==> src/rtl/alu_control_mdu_pkg.sv <==
// Shared encodings for the EX-stage ALU decoder and the multiply/divide unit.
package alu_control_mdu_pkg;

  localparam logic [3:0] ALU_AND  = 4'b0000;
  localparam logic [3:0] ALU_OR   = 4'b0001;
  localparam logic [3:0] ALU_ADD  = 4'b0010;
  localparam logic [3:0] ALU_XOR  = 4'b0011;
  localparam logic [3:0] ALU_SUB  = 4'b0110;
  localparam logic [3:0] ALU_SLT  = 4'b0111;
  localparam logic [3:0] ALU_SLTU = 4'b1000;
  localparam logic [3:0] ALU_NOR  = 4'b1100;

  localparam logic [2:0] AOP_ADD   = 3'b000;
  localparam logic [2:0] AOP_SUB   = 3'b001;
  localparam logic [2:0] AOP_RTYPE = 3'b010;
  localparam logic [2:0] AOP_AND   = 3'b011;
  localparam logic [2:0] AOP_OR    = 3'b100;
  localparam logic [2:0] AOP_XOR   = 3'b101;
  localparam logic [2:0] AOP_SLT   = 3'b110;

  localparam logic [5:0] F_ADD   = 6'b100000;
  localparam logic [5:0] F_SUB   = 6'b100010;
  localparam logic [5:0] F_AND   = 6'b100100;
  localparam logic [5:0] F_OR    = 6'b100101;
  localparam logic [5:0] F_XOR   = 6'b100110;
  localparam logic [5:0] F_NOR   = 6'b100111;
  localparam logic [5:0] F_SLT   = 6'b101010;
  localparam logic [5:0] F_SLTU  = 6'b101011;
  localparam logic [5:0] F_MFHI  = 6'b010000;
  localparam logic [5:0] F_MTHI  = 6'b010001;
  localparam logic [5:0] F_MFLO  = 6'b010010;
  localparam logic [5:0] F_MTLO  = 6'b010011;
  localparam logic [5:0] F_MULT  = 6'b011000;
  localparam logic [5:0] F_MULTU = 6'b011001;
  localparam logic [5:0] F_DIV   = 6'b011010;
  localparam logic [5:0] F_DIVU  = 6'b011011;

  typedef enum logic [1:0] {ST_IDLE, ST_MUL, ST_DIV, ST_FIX} mdu_state_e;

  function automatic logic is_mdu_funct(input logic [5:0] f);
    return (f[5:2] == 4'b0100) || (f[5:2] == 4'b0110);
  endfunction

endpackage

==> src/rtl/alu_control_mdu_core.sv <==
// Iterative multiply/divide engine: shift-add multiply, restoring divide,
// sign fix-up in a final cycle, plus the architectural HI/LO registers.
module mdu_core
  import alu_control_mdu_pkg::*;
#(
  parameter int DATA_W = 32
) (
  input  logic              clk,
  input  logic              reset,
  input  logic              accept_i,
  input  logic [5:0]        funct_i,
  input  logic              flush_i,
  input  logic [DATA_W-1:0] rs_i,
  input  logic [DATA_W-1:0] rt_i,
  output logic              busy_o,
  output logic [DATA_W-1:0] hi_o,
  output logic [DATA_W-1:0] lo_o
);

  localparam int CW = $clog2(DATA_W);

  mdu_state_e        state_q, state_d;
  logic [CW-1:0]     cnt_q, cnt_d;
  logic [DATA_W-1:0] a_q, a_d, b_q, b_d, acc_q, acc_d, rs_q, rs_d;
  logic [DATA_W-1:0] hi_q, hi_d, lo_q, lo_d;
  logic              nlo_q, nlo_d, nhi_q, nhi_d, dz_q, dz_d, div_q, div_d;

  logic              sgn, rs_neg, rt_neg;
  logic [DATA_W-1:0] rs_mag, rt_mag;
  logic [DATA_W:0]   add_sum, shl, diff;
  logic [2*DATA_W-1:0] prod_fix;

  always_comb begin
    sgn     = (funct_i == F_MULT) || (funct_i == F_DIV);
    rs_neg  = sgn & rs_i[DATA_W-1];
    rt_neg  = sgn & rt_i[DATA_W-1];
    rs_mag  = rs_neg ? -rs_i : rs_i;
    rt_mag  = rt_neg ? -rt_i : rt_i;
    add_sum = {1'b0, acc_q} + (b_q[0] ? {1'b0, a_q} : '0);
    shl     = {acc_q, b_q[DATA_W-1]};
    diff    = shl - {1'b0, a_q};
    prod_fix = nlo_q ? -{acc_q, b_q} : {acc_q, b_q};

    state_d = state_q;
    cnt_d   = cnt_q;
    a_d     = a_q;
    b_d     = b_q;
    acc_d   = acc_q;
    rs_d    = rs_q;
    hi_d    = hi_q;
    lo_d    = lo_q;
    nlo_d   = nlo_q;
    nhi_d   = nhi_q;
    dz_d    = dz_q;
    div_d   = div_q;

    unique case (state_q)
      ST_IDLE: if (accept_i) begin
        case (funct_i)
          F_MTHI: hi_d = rs_i;
          F_MTLO: lo_d = rs_i;
          F_MULT, F_MULTU: begin
            a_d     = rs_mag;
            b_d     = rt_mag;
            acc_d   = '0;
            cnt_d   = '0;
            nlo_d   = rs_neg ^ rt_neg;
            div_d   = 1'b0;
            state_d = ST_MUL;
          end
          F_DIV, F_DIVU: begin
            a_d     = rt_mag;
            b_d     = rs_mag;
            acc_d   = '0;
            cnt_d   = '0;
            rs_d    = rs_i;
            nlo_d   = rs_neg ^ rt_neg;
            nhi_d   = rs_neg;
            dz_d    = (rt_i == '0);
            div_d   = 1'b1;
            state_d = ST_DIV;
          end
          default: ;
        endcase
      end
      ST_MUL: begin
        // product accumulates in {acc,b}; multiplier bits shift out of b
        acc_d = add_sum[DATA_W:1];
        b_d   = {add_sum[0], b_q[DATA_W-1:1]};
        cnt_d = cnt_q + 1'b1;
        if (cnt_q == CW'(DATA_W-1)) state_d = ST_FIX;
      end
      ST_DIV: begin
        // dividend bits shift out of b as quotient bits shift in
        if (!diff[DATA_W]) begin
          acc_d = diff[DATA_W-1:0];
          b_d   = {b_q[DATA_W-2:0], 1'b1};
        end else begin
          acc_d = shl[DATA_W-1:0];
          b_d   = {b_q[DATA_W-2:0], 1'b0};
        end
        cnt_d = cnt_q + 1'b1;
        if (cnt_q == CW'(DATA_W-1)) state_d = ST_FIX;
      end
      ST_FIX: begin
        if (!div_q) begin
          {hi_d, lo_d} = prod_fix;
        end else if (dz_q) begin
          lo_d = '1;
          hi_d = rs_q;
        end else begin
          lo_d = nlo_q ? -b_q : b_q;
          hi_d = nhi_q ? -acc_q : acc_q;
        end
        state_d = ST_IDLE;
      end
      default: state_d = ST_IDLE;
    endcase

    if (flush_i) begin
      state_d = ST_IDLE;
      hi_d    = hi_q;
      lo_d    = lo_q;
    end
  end

  always_ff @(posedge clk or posedge reset) begin
    if (reset) begin
      state_q <= ST_IDLE;
      cnt_q   <= '0;
      a_q     <= '0;
      b_q     <= '0;
      acc_q   <= '0;
      rs_q    <= '0;
      hi_q    <= '0;
      lo_q    <= '0;
      nlo_q   <= 1'b0;
      nhi_q   <= 1'b0;
      dz_q    <= 1'b0;
      div_q   <= 1'b0;
    end else begin
      state_q <= state_d;
      cnt_q   <= cnt_d;
      a_q     <= a_d;
      b_q     <= b_d;
      acc_q   <= acc_d;
      rs_q    <= rs_d;
      hi_q    <= hi_d;
      lo_q    <= lo_d;
      nlo_q   <= nlo_d;
      nhi_q   <= nhi_d;
      dz_q    <= dz_d;
      div_q   <= div_d;
    end
  end

  assign busy_o = (state_q != ST_IDLE);
  assign hi_o   = hi_q;
  assign lo_o   = lo_q;

endmodule

==> src/rtl/alu_control_mdu.sv <==
// EX-stage ALU control decode with an attached multiply/divide unit and the
// stall handshake that holds IF/ID/EX while the MDU is iterating.
module alu_control_mdu
  import alu_control_mdu_pkg::*;
#(
  parameter int DATA_W     = 32,
  parameter int ALU_CTRL_W = 4
) (
  input  logic                  clk,
  input  logic                  reset,
  input  logic [2:0]            alu_op,
  input  logic [5:0]            funct,
  input  logic                  ex_valid,
  input  logic                  flush,
  input  logic [DATA_W-1:0]     rs_val,
  input  logic [DATA_W-1:0]     rt_val,
  output logic [ALU_CTRL_W-1:0] alu_control,
  output logic                  mdu_sel,
  output logic [DATA_W-1:0]     mdu_result,
  output logic                  stall,
  output logic                  busy,
  output logic [DATA_W-1:0]     hi,
  output logic [DATA_W-1:0]     lo
);

  logic [3:0] ctrl;
  logic       mdu_op, accept, is_mf;

  always_comb begin
    ctrl = ALU_ADD;
    case (alu_op)
      AOP_ADD: ctrl = ALU_ADD;
      AOP_SUB: ctrl = ALU_SUB;
      AOP_AND: ctrl = ALU_AND;
      AOP_OR:  ctrl = ALU_OR;
      AOP_XOR: ctrl = ALU_XOR;
      AOP_SLT: ctrl = ALU_SLT;
      AOP_RTYPE: begin
        case (funct)
          F_ADD:   ctrl = ALU_ADD;
          F_SUB:   ctrl = ALU_SUB;
          F_AND:   ctrl = ALU_AND;
          F_OR:    ctrl = ALU_OR;
          F_SLT:   ctrl = ALU_SLT;
          F_XOR:   ctrl = ALU_XOR;
          F_NOR:   ctrl = ALU_NOR;
          F_SLTU:  ctrl = ALU_SLTU;
          default: ctrl = ALU_AND;
        endcase
      end
      default: ctrl = ALU_ADD;
    endcase
  end

  assign alu_control = ALU_CTRL_W'(ctrl);

  assign mdu_op = ex_valid && (alu_op == AOP_RTYPE) && is_mdu_funct(funct);
  assign stall  = mdu_op & busy;
  assign accept = mdu_op & ~stall & ~flush;
  assign is_mf  = (funct == F_MFHI) || (funct == F_MFLO);

  assign mdu_sel    = mdu_op & ~stall & is_mf;
  assign mdu_result = !mdu_sel ? '0 : (funct == F_MFHI) ? hi : lo;

  mdu_core #(.DATA_W(DATA_W)) u_mdu (
    .clk      (clk),
    .reset    (reset),
    .accept_i (accept),
    .funct_i  (funct),
    .flush_i  (flush),
    .rs_i     (rs_val),
    .rt_i     (rt_val),
    .busy_o   (busy),
    .hi_o     (hi),
    .lo_o     (lo)
  );

endmodule

==> config.mk <==
export PLATFORM = sky130hd
export DESIGN_NAME = alu_control_mdu
export DESIGN_NICKNAME = d
export VERILOG_FILES = /design/src/rtl/alu_control_mdu_pkg.sv /design/src/rtl/alu_control_mdu_core.sv /design/src/rtl/alu_control_mdu.sv
export SDC_FILE = /design/constraint.sdc
export NUM_CORES = 1
export LEC_CHECK = 0
export ABC_AREA = 1
export ABC_CLOCK_PERIOD_IN_PS = 8860
export BUFFER_PORTS_ARGS = -buffer_cell sky130_fd_sc_hd__buf_2
export CELL_PAD_IN_SITES_DETAIL_PLACEMENT = 0
export CELL_PAD_IN_SITES_GLOBAL_PLACEMENT = 1
export CORE_MARGIN = 1.5
export CORE_UTILIZATION = 26
export DETAILED_ROUTE_END_ITERATION = 8
export PLACE_DENSITY = 0.6
export SLEW_MARGIN = 20
export SYNTH_ARGS = -nofsm -noshare
export SYNTH_HDL_FRONTEND = slang
export SYNTH_SLANG_ARGS = --single-unit
==> constraint.sdc <==
create_clock -name clk -period 8.86 [get_ports clk]
set_clock_uncertainty 0.15 [all_clocks]
set_input_delay 1.329 -clock clk [delete_from_list [all_inputs] [get_ports clk]]
set_output_delay 1.329 -clock clk [all_outputs]
set_load 0.005 [all_outputs]
==> out/qor.csv <==
stage,metric,value,unit
status,status,finished clean,
synthesis,largest cells by area after synthesis,"dfrtp_1 24%, nand2_1 21%, nor2_1 8.2%, nand3_1 8.2%, inv_1 7.5%",
cts,post-CTS resize count,0,
power,Sequential Power Share,23.8,%
cts,CTS Hold Buffers Added,0,
setup_path,Reg2Reg Setup Slack,4.87,ns
cts,Worst-Skew Late Latency,0.59,ns
synthesis,multiplexer area fraction after synthesis,0,%
timing,fin. max-slew vios,0,
global_route,largest net degree at the start of global routing,87,
timing,Worst Hold Slack,0.334,ns
route,routed via count,24300,
power,Int Pwr,0.00296,W
cts,CTS tree,yes,
timing,RSZ-0062 raised after global routing,false,
synthesis,synthesized area per cell,5.78,um2
placement,IO buf count,179,
cts,clk slew on worst S/H paths,0.06,ns
setup_path,crit path kind,in -> out,
floorplan,die height,288,um
timing,# setup viols final,0,
power,Psw,0.00337,W
floorplan,# rows,104,
synthesis,top-area cell type share of the netlist area,24.0,%
floorplan,die area,83100,um2
synthesis,"Seq/Total Area, Yosys",24.0,%
finish,Area growth syn-to-layout,12.5,%
synthesis,Synth cell types,52,
power,Pwr Density,266,nW/um2
synthesis,"EDFF count, synth",0,
cts,Longest Clk Path Bufs,3,
power,Leak,12.4,nW
synthesis,largest family of logic cells by synthesized area,simple AND/OR/NAND/NOR gates,
setup_path,Worst Setup Start Kind,input port,
placement,Placer Congestion,0.944,
route,Via density,5.03,
cts,CTS Root Cell,clkbuf_16,
timing,crit share post-route,57.7,%
finish,most frequent cells in the layout,"1182 x nand2_1, 464 x nor2_1, 421 x inv_1",
synthesis,Post-Syn Instances,3659,
route,DR iter-0 viols,2345,
setup_path,"Data arrival, critical path",3.63,ns
cts,# Post-CTS Setup Buffers,0,
power,Switching Fraction,53.3,%
synthesis,Post-Synth XOR/XNOR Area,2.90,%
global_route,initial antenna violation count,1,
setup_path,worst-path fanout max,38,
global_route,vias in the first global route,22400,
setup_path,"Req. time, crit path",7.38,ns
synthesis,Mapped Area,21200,um2
timing,Worst-Margin Slew,0.980,ns
global_route,first-pass GRT wire length,152000,um
global_route,GRT Util Overall,24.4,%
finish,"most common cell after layout, fill and taps aside",nand2_1,
cts,CTS sink count,203,
synthesis,ys flop type,dfrtp_1,
setup_path,CP Capture Type,primary output,
power,combinational fraction of design power,58.3,%
floorplan,IO Pins,180,
synthesis,post-synth net total,3813,
timing,max frequency,196,MHz
min_path,Hold Path Class,reg -> reg,
cts,CTS Buf Count,27,
route,drt pass-1 iters,9,
timing,endpoints failing hold,0,
floorplan,die width,288,um
finish,share of post-route cells with drive strength above 1,8.53,%
global_route,Congestion Overflow GR,0,
route,ANT nets after route,0,
synthesis,adder-cell share of the synthesized area,4.62,%
synthesis,post-synthesis simple-gate area fraction,43.2,%
synthesis,synth warn,0,
synthesis,Async SR Flop Fraction,100,%
power,overall power,0.00633,W
synthesis,Compound-Gate Fraction of Synth Area,14.4,%
route,final WL,104000,um
job,max_cap viols,0,
synthesis,Yosys top cell by area,dfrtp_1,
timing,min Tclk post-route,5.11,ns
timing,TNS Setup,0,ns
floorplan,Starting Density,26.3,%
placement,dpl hpwl,85300,um
timing,Max-slew headroom,34.6,%
route,DR DRC count,0,
synthesis,"FF+latch count, synth",203,
cts,H-tree Lvls,1,
floorplan,Core Area,80500,um2
route,drt wl/cell,21.6,um
power,clock share of power,17.9,%
finish,Final #Nets,3898,
power,peak supply drop,0.191,mV
-- power groups by stage --
| stage | sequential, W | combinational [W] | clock (W) |
|---|---|---|---|
| after floorplan | 0.00140 | 0.00240 | 0 |
| after global placement | 0.00152 | 0.00366 | 0 |
| after detailed placement | 0.00152 | 0.00364 | 0 |
| after CTS | 0.00150 | 0.00366 | 0.00115 |
| after global routing | 0.00154 | 0.00411 | 0.00118 |
| final | 0.00151 | 0.00369 | 0.00113 |
-- cell usage after synthesis, drive strengths merged (5+ instances only) --
library cell	number
a21oi	207
a31oi	9
buf	70
clkbuf	77
dfrtp	203
ha	75
inv	435
nand2	1197
nand3	351
nand3b	22
nand4	54
nor2	484
nor3	37
o211ai	53
o21a	6
o21ai	213
o21bai	5
o22ai	43
o31ai	6
or2	13
xnor2	10
xor2	60
-- metrics by stage --
| step | area [um2] | worst slack, ns | util (%) | cells |
|---|---|---|---|---|
| detailed placement | 22900 | 3.86 | 28.4 | 4775 |
| finish | 23800 | 3.75 | 29.6 | 4825 |
| global placement | 22900 | 3.91 | 28.4 | 4775 |
| floorplan | 21200 | 1.84 | - | 3659 |
| global route | 23800 | 3.54 | 29.6 | 4824 |
| CTS | 23800 | 3.85 | 29.5 | 4824 |
-- cells by family (layout without fill, tap and decap cells) --
family          after synthesis  count (layout)
simple gates               2172            2172
buf+inv                     585             690
compound gates              552             552
flops                       203             203
fa+ha+maj                    77              77
xor+xnor                     70              70
other cells                   0               1
-- routing by layer --
layer  GRT usage [%]  wire length (um)  vias to the layer above
li1                -                 -                    12000
met1            37.7             51400                    11400
met2            35.5             42900                      803
met3            2.31              6480                      105
met4            6.95              3310                        0
met5               0                 0                        -
-- area by class of cell --
type	instances	area, um2
fill	9268	56700
multi-input combinational	2871	13800
sequential	203	5080
inverter	438	1650
tap	1060	1330
timing repair buffer	203	1080
clock buffer	39	771
clock inverter	10	121
antenna	1	2.50
-- critical path, cell delays in order --
cell and delay, ns:
buf_2 0.12, nor2_4 0.09, buf_4 0.36, nand4_2 0.22
nor3_1 0.47, inv_1 0.57, a21oi_1 0.29, buf_2 0.15
-- registers in the layout, indices dropped and copies added, names as in the netlist --
register / count
u_mdu.acc_q: 32
u_mdu.lo_o: 32
u_mdu.nhi_q: 1
u_mdu.nlo_q: 1
u_mdu.rs_q: 32
u_mdu.div_q: 1
u_mdu.hi_o: 32
u_mdu.b_q: 32
u_mdu.dz_q: 1
u_mdu.a_q: 32
u_mdu.cnt_q: 5
u_mdu.state_q: 2
-- path summary, 6_finish.rpt --
kind	from	endpoint	cells past startpoint
setup / recovery	funct[5]	mdu_result[30]	8
hold / removal	u_mdu.cnt_q[4]$_DFFE_PP0P_	u_mdu.cnt_q[4]$_DFFE_PP0P_	2
setup reg to reg	u_mdu.b_q[31]$_DFFE_PP0P_	u_mdu.acc_q[21]$_DFFE_PP0P_	18
hold reg to reg	u_mdu.cnt_q[4]$_DFFE_PP0P_	u_mdu.cnt_q[4]$_DFFE_PP0P_	2
max in group asynchronous	reset	u_mdu.nlo_q$_DFFE_PP0P_	3
min in group asynchronous	reset	u_mdu.lo_o[13]$_DFFE_PP0P_	2
Power figures use the tool's default switching activity.
